[config.mk]
export PLATFORM = sky130hd
export DESIGN_NAME = mem_access_unit
export DESIGN_NICKNAME = d
export VERILOG_FILES = /design/src/rtl/mem_access_unit.sv
export SDC_FILE = /design/constraint.sdc
export NUM_CORES = 1
export LEC_CHECK = 0
export CAP_MARGIN = 20
export CORE_MARGIN = 2
export CORE_UTILIZATION = 43
export DETAILED_ROUTE_END_ITERATION = 8
export GPL_TIMING_DRIVEN = 0
export PLACE_DENSITY = 0.77
export SETUP_SLACK_MARGIN = 0.5
export SLEW_MARGIN = 25
export SYNTH_ARGS = -nofsm -noshare
export SYNTH_HDL_FRONTEND = slang
export SYNTH_SLANG_ARGS = --single-unit
[constraint.sdc]
create_clock -name clk -period 2.17 [get_ports clk]
set_input_delay 0.5425 -clock clk [delete_from_list [all_inputs] [get_ports clk]]
set_output_delay 0.5425 -clock clk [all_outputs]
set_load 0.01 [all_outputs]
[src/rtl/mem_access_unit.sv]
// mem_access_unit: load/store initiator for the MEM stage of the pipelined MIPS core.
// Accepts one operation at a time, drives the word-addressed data memory and
// returns a single-cycle response. The memory has no byte enables, so byte and
// halfword stores are done as read-modify-write.
// All outputs are registered. MEM_LATENCY (1..15) is the number of cycles each
// memory phase holds its strobe.
// Optional feature: define MISALIGN_TRAP_EN to reject misaligned half/word
// accesses with resp_err instead of aligning them down.
module mem_access_unit #(
  parameter int unsigned MEM_LATENCY = 1
) (
  input  logic        clk,
  input  logic        reset,
  input  logic        req_valid,
  output logic        req_ready,
  input  logic        req_store,
  input  logic [1:0]  req_size,
  input  logic        req_unsigned,
  input  logic [31:0] req_addr,
  input  logic [31:0] req_wdata,
  input  logic [4:0]  req_tag,
  output logic        resp_valid,
  output logic [31:0] resp_data,
  output logic [4:0]  resp_tag,
  output logic        resp_err,
  output logic [31:0] Address,
  output logic [31:0] WriteData,
  output logic        MemRead,
  output logic        MemWrite,
  input  logic [31:0] ReadData
);

  typedef enum logic [2:0] {IDLE, RD, WR, RMW_RD, RMW_WR, RESP} state_t;

  localparam logic [3:0] CNT_LOAD = 4'(MEM_LATENCY - 1);
  localparam logic [1:0] SZ_BYTE  = 2'b00;
  localparam logic [1:0] SZ_HALF  = 2'b01;
  localparam logic [1:0] SZ_WORD  = 2'b10;

  state_t      state, state_nxt;
  logic [3:0]  cnt, cnt_nxt;

  // Operation captured at accept time.
  logic [1:0]  op_size;
  logic        op_unsigned;
  logic [1:0]  op_lane;
  logic [31:0] op_wdata;
  logic [4:0]  op_tag;

  // Request as seen at the accept edge, after size/alignment normalisation.
  logic [1:0]  acc_size;
  logic [1:0]  acc_lane;
  logic        acc_misalign;

  // Next values of the registered outputs.
  logic [31:0] address_nxt, write_data_nxt, resp_data_nxt;
  logic [4:0]  resp_tag_nxt;
  logic        mem_read_nxt, mem_write_nxt, resp_valid_nxt, resp_err_nxt;

  // Pick the addressed lane of a read word and sign/zero extend it.
  function automatic logic [31:0] extract(input logic [31:0] word, input logic [1:0] size,
                                          input logic [1:0] lane, input logic uns);
    logic [7:0]  b;
    logic [15:0] h;
    case (lane)
      2'd0:    b = word[7:0];
      2'd1:    b = word[15:8];
      2'd2:    b = word[23:16];
      default: b = word[31:24];
    endcase
    h = lane[1] ? word[31:16] : word[15:0];
    case (size)
      SZ_BYTE: extract = uns ? {24'h0, b} : {{24{b[7]}}, b};
      SZ_HALF: extract = uns ? {16'h0, h} : {{16{h[15]}}, h};
      default: extract = word;
    endcase
  endfunction

  // Replace the target lane(s) of the old word with right-justified store data.
  function automatic logic [31:0] merge(input logic [31:0] word, input logic [31:0] data,
                                        input logic [1:0] size, input logic [1:0] lane);
    merge = word;
    if (size == SZ_BYTE) begin
      case (lane)
        2'd0:    merge[7:0]   = data[7:0];
        2'd1:    merge[15:8]  = data[7:0];
        2'd2:    merge[23:16] = data[7:0];
        default: merge[31:24] = data[7:0];
      endcase
    end else if (size == SZ_HALF) begin
      if (lane[1]) merge[31:16] = data[15:0];
      else         merge[15:0]  = data[15:0];
    end else begin
      merge = data;
    end
  endfunction

  // Normalise the incoming request: size 11 acts as a word, lane bits aligned per size.
  always_comb begin
    acc_size = (req_size == 2'b11) ? SZ_WORD : req_size;
    case (acc_size)
      SZ_BYTE: acc_lane = req_addr[1:0];
      SZ_HALF: acc_lane = {req_addr[1], 1'b0};
      default: acc_lane = 2'b00;
    endcase
`ifdef MISALIGN_TRAP_EN
    acc_misalign = ((acc_size == SZ_HALF) && req_addr[0]) ||
                   ((acc_size == SZ_WORD) && (req_addr[1:0] != 2'b00));
`else
    acc_misalign = 1'b0;
`endif
  end

  // State and phase counter register.
  // NOTE: sequential state uses non-blocking assignments so every flop samples pre-edge values.
  always_ff @(posedge clk or negedge reset) begin
    if (!reset) begin
      state <= IDLE;
      cnt   <= '0;
    end else begin
      state <= state_nxt;
      cnt   <= cnt_nxt;
    end
  end

  // Capture the operation on accept.
  always_ff @(posedge clk or negedge reset) begin
    if (!reset) begin
      op_size     <= SZ_WORD;
      op_unsigned <= 1'b0;
      op_lane     <= 2'b00;
      op_wdata    <= '0;
      op_tag      <= '0;
    end else if ((state == IDLE) && req_valid) begin
      op_size     <= acc_size;
      op_unsigned <= req_unsigned;
      op_lane     <= acc_lane;
      op_wdata    <= req_wdata;
      op_tag      <= req_tag;
    end
  end

  // Next-state and next-output logic.
  // NOTE: every signal gets a default first, so no path can leave one unassigned and infer a latch.
  always_comb begin
    state_nxt      = state;
    cnt_nxt        = cnt;
    address_nxt    = '0;
    write_data_nxt = '0;
    mem_read_nxt   = 1'b0;
    mem_write_nxt  = 1'b0;
    resp_valid_nxt = 1'b0;
    resp_err_nxt   = 1'b0;
    resp_data_nxt  = resp_data;
    resp_tag_nxt   = resp_tag;
    case (state)
      IDLE: begin
        if (req_valid) begin
          cnt_nxt = CNT_LOAD;
          if (acc_misalign) begin
            state_nxt      = RESP;
            resp_valid_nxt = 1'b1;
            resp_err_nxt   = 1'b1;
            resp_data_nxt  = '0;
            resp_tag_nxt   = req_tag;
          end else if (!req_store) begin
            state_nxt    = RD;
            mem_read_nxt = 1'b1;
            address_nxt  = {2'b00, req_addr[31:2]};
          end else if (acc_size == SZ_WORD) begin
            state_nxt      = WR;
            mem_write_nxt  = 1'b1;
            address_nxt    = {2'b00, req_addr[31:2]};
            write_data_nxt = req_wdata;
          end else begin
            state_nxt    = RMW_RD;
            mem_read_nxt = 1'b1;
            address_nxt  = {2'b00, req_addr[31:2]};
          end
        end
      end
      RD, RMW_RD: begin
        address_nxt = Address;
        if (cnt != 4'd0) begin
          cnt_nxt      = cnt - 4'd1;
          mem_read_nxt = 1'b1;
        end else if (state == RD) begin
          // Last read cycle: ReadData is driven now and is sampled at this edge.
          state_nxt      = RESP;
          address_nxt    = '0;
          resp_valid_nxt = 1'b1;
          resp_data_nxt  = extract(ReadData, op_size, op_lane, op_unsigned);
          resp_tag_nxt   = op_tag;
        end else begin
          state_nxt      = RMW_WR;
          cnt_nxt        = CNT_LOAD;
          mem_write_nxt  = 1'b1;
          write_data_nxt = merge(ReadData, op_wdata, op_size, op_lane);
        end
      end
      WR, RMW_WR: begin
        if (cnt != 4'd0) begin
          cnt_nxt        = cnt - 4'd1;
          mem_write_nxt  = 1'b1;
          address_nxt    = Address;
          write_data_nxt = WriteData;
        end else begin
          state_nxt      = RESP;
          resp_valid_nxt = 1'b1;
          resp_data_nxt  = '0;
          resp_tag_nxt   = op_tag;
        end
      end
      RESP:    state_nxt = IDLE;
      default: state_nxt = IDLE;
    endcase
  end

  // Registered outputs.
  always_ff @(posedge clk or negedge reset) begin
    if (!reset) begin
      req_ready  <= 1'b1;
      resp_valid <= 1'b0;
      resp_err   <= 1'b0;
      resp_data  <= '0;
      resp_tag   <= '0;
      Address    <= '0;
      WriteData  <= '0;
      MemRead    <= 1'b0;
      MemWrite   <= 1'b0;
    end else begin
      req_ready  <= (state_nxt == IDLE);
      resp_valid <= resp_valid_nxt;
      resp_err   <= resp_err_nxt;
      resp_data  <= resp_data_nxt;
      resp_tag   <= resp_tag_nxt;
      Address    <= address_nxt;
      WriteData  <= write_data_nxt;
      MemRead    <= mem_read_nxt;
      MemWrite   <= mem_write_nxt;
    end
  end

endmodule
==> results.md <==
- Sink Count: approximately 150
- Die ar.: ~18000 um2
- VDD IR max: 0.7279 mV
- Internal power: 8.772 mW
- Measured slew at the worst slew-check pin: 943.1 ps
- Worst setup margin: -30.75 ps
- Outcome: complete, but fails checks
- Commonest non-fill, non-tap cell in the layout: dfrtp_1
- Routed vias: 6914
- Pleak: around 5.2 nW
- Cell count after synthesis: between 600 and 700
- Total global routing overflow: 0
- Maximum net fanout on the critical path: 5
- Fin area: 11710 um2
- Gate power share: 0.487
- Fin crit share: 1.014
- Width of the die: approximately 130 um
- DP Worst Slack: -415.0 ps
- Tmin final: around 2200 ps
- DRT antenna net count: 0
- Pwr Density: roughly 1200 nW/um2
- Antenna violations before repair: 0
- Yosys warnings: 0
- H-tree Lvls: 4
- IO Pins: roughly 210
- Skew final: between 8 and 9 ps
- Failing checks: negative setup slack
- Crit path DAT: 2550 ps
- Top cell type's share of synthesized area: 0.5245
- Fraction of layout cells with a size suffix above 1: 0.3219
- Fin nets: slightly above 1000
- Clock Root Buffer: clkbuf_16
- Hold Violations, Final: 0
- Hold WS: 54.60 ps
- Residual DRC: 0
- RSZ-0062 raised after global routing: yes
- FF+latch count, synth: between 150 and 200
- Psw: approximately 5.5 mW
- Clock Pin Slew Worst Setup and Hold Paths: 60 ps
- CTS tree: done
- Placed standard-cell area: 9676 um2
- WL per Instance: roughly 23 um
- FILL cells: 1128
- Detailed placement HPWL: ~17000 um
- Fmax achieved: between 400 and 500 MHz
- Commonest cells after routing, fill and taps aside: 148 x dfrtp_1, 105 x clkdlybuf4s50_1, 64 x dlygate4sd2_1
- Number of global-route vias before repair: ~6700
- Largest net degree at the start of global routing: 90
- Starting Density: 0.4362
- Util after Layout: 0.7138
- Hold Buf Count CTS: 0
- Synth area leaders: dfrtp_1 52%, mux2_2 6.6%, a22o_1 3.8%
- Max-cap viol count: 0
- Worst hold-check path type: input pin to asynchronous set/reset pin
- Clk buf depth: 2
- CTS buffer count: 17
- Switching portion of total power: 0.3850
- Clk Latency, worst-skew pair: ~430 ps
- Placement Rows: 47
- Max-slew violation count: 0
- Avg Inst Size Synth: about 11 um2
- Gr usage total: 0.2831
- # port buffers: 210
- RePlAce Congestion: approximately 0.94
- Number of synthesized flops with an enable pin: 0
- Worst Setup End Kind: flip-flop
- Synth cell types: 54
- Number of DRC markers in iteration 0: 663
- First-pass GRT wire length: ~38000 um
- Worst Path Required: 2520 ps
- Vias per cell: 6.017
- Synth-to-layout area growth: 63.64%
- Post-synthesis sequential area ratio: 0.5318
- Drt total wl: 26110 um
- Post-synth top flop: dfrtp_1
- Endpoints failing setup: 19
- Mapped Area: between 7000 and 8000 um2
- Die Y: between 100 and 150 um
- DR pass1 iterations: 6
- Worst setup path class: flip-flop to flip-flop
- Startpoint types: flip-flop
- Dominant cell type by area after synthesis: dfrtp_1
- Flop pwr share: 0.309
- Core area: between 15000 and 20000 um2
- Clock power frac: 0.204
- Relative slew slack: 0.3697
- Ys async rst share: 1.000
- Number of diodes: 0
[worst max-delay path, stage by stage (launching register included)]
cell and delay, ps:
dfrtp_1 380, inv_1 60, ha_2 170, or3b_1 380, buf_6 140, buf_4 130, nor3_4 280, buf_4 160
buf_6 110, clkbuf_16 140, o21ai_2 50, o21ai_1 110
[cells by family (layout without fill, tap and decap cells)]
| group | count (synthesis) | count (layout) | synth area share |
|---|---|---|---|
| AOI/OAI and AO/OA | 213 | 213 | 0.2210 |
| xor gates and xnor gates | 2 | 2 | 0.002448 |
| adders and majority gates | 1 | 1 | 0.001748 |
| buffers and inverters | 68 | 363 | 0.04318 |
| DFF | 152 | 152 | 0.5318 |
| muxes | 69 | 69 | 0.1038 |
| other | 1 | 3 | 0.0005240 |
| and+or+nand+nor | 125 | 126 | 0.09546 |
[sequential cells by signal (all words and copies together), names as in the netlist, 3 cells and up]
signal,cells
state,3
op_tag,5
op_wdata,32
resp_data,32
resp_tag,5
cnt,4
WriteData,32
Address,30
[power groups by stage]
stage	registers (mW)	logic [mW]	clock network (mW)
finish	4.41	6.95	2.90
global route	4.49	7.39	3.05
CTS	4.34	6.24	2.92
detailed placement	4.38	5.54	0
global placement	4.36	5.42	0
floorplan	4.37	3.24	0
[synthesized netlist by cell type (10+ instances only)]
cell type	count
dfrtp_1	150
o21ai_0	54
mux2_2	42
clkbuf_1	39
a22oi_1	33
a22o_1	31
nand2_1	31
mux2i_1	27
or3_1	19
o31ai_1	18
a221o_2	16
o22ai_1	15
nor2_1	13
nor2b_1	13
inv_1	12
and3_1	11
nand2b_1	10
[layout make-up]
| class | instances | area, um2 | share of cell area |
|---|---|---|---|
| Sequential cell | 152 | 3809 | 0.3252 |
| Multi-Input combinational cell | 414 | 3796 | 0.3241 |
| Timing Repair Buffer | 264 | 2609 | 0.2228 |
| Buffer | 55 | 598.1 | 0.05107 |
| Clock buffer | 20 | 446.7 | 0.03814 |
| Tap cell | 220 | 275.3 | 0.02350 |
| Clock inverter | 11 | 125.1 | 0.01068 |
| Inverter | 13 | 52.55 | 0.004487 |
[what timing repair did]
item | 4_1_cts | 5_1_grt
resized for setup | 312 | 126
endpoints found under the setup margin | 250 | 179
buffers inserted | 25 | 14
endpoints found under the hold margin | 0 | 0
pin swaps | 43 | 47
gates cloned | 9 | 5
[final timing paths]
| check | startpoint | endpoint | slack, ps | cells past startpoint |
|---|---|---|---|---|
| max | cnt[1] | resp_data[5] | -30 | 11 |
| min | reset | resp_data[28] | 50 | 1 |
| max reg2reg | cnt[1] | resp_data[5] | -30 | 11 |
| min reg2reg | resp_data[15] | resp_data[15] | 480 | 1 |
| max in group asynchronous | reset | state[1] | 1280 | 2 |
| min in group clk | resp_data[15] | resp_data[15] | 480 | 1 |
[layer usage]
layer	up-vias	global-route usage	routed length, um
li1	2978	-	-
met4	0	0.1219	1153
met1	3416	0.3757	10190
met5	-	0	0
met2	430	0.4485	12300
met3	90	0.06398	2469
[through the flow]
step / TNS (ps) / power (mW) / cells
after floorplan: 0 / 7.610 / 633
after global placement: -872500 / 9.776 / 1063
after CTS: -1353 / 13.50 / 1130
final: -274.9 / 14.26 / 1149
after global routing: -2609 / 14.93 / 1149
after detailed placement: -31440 / 9.914 / 1065
(Power assumes the default switching activity.)
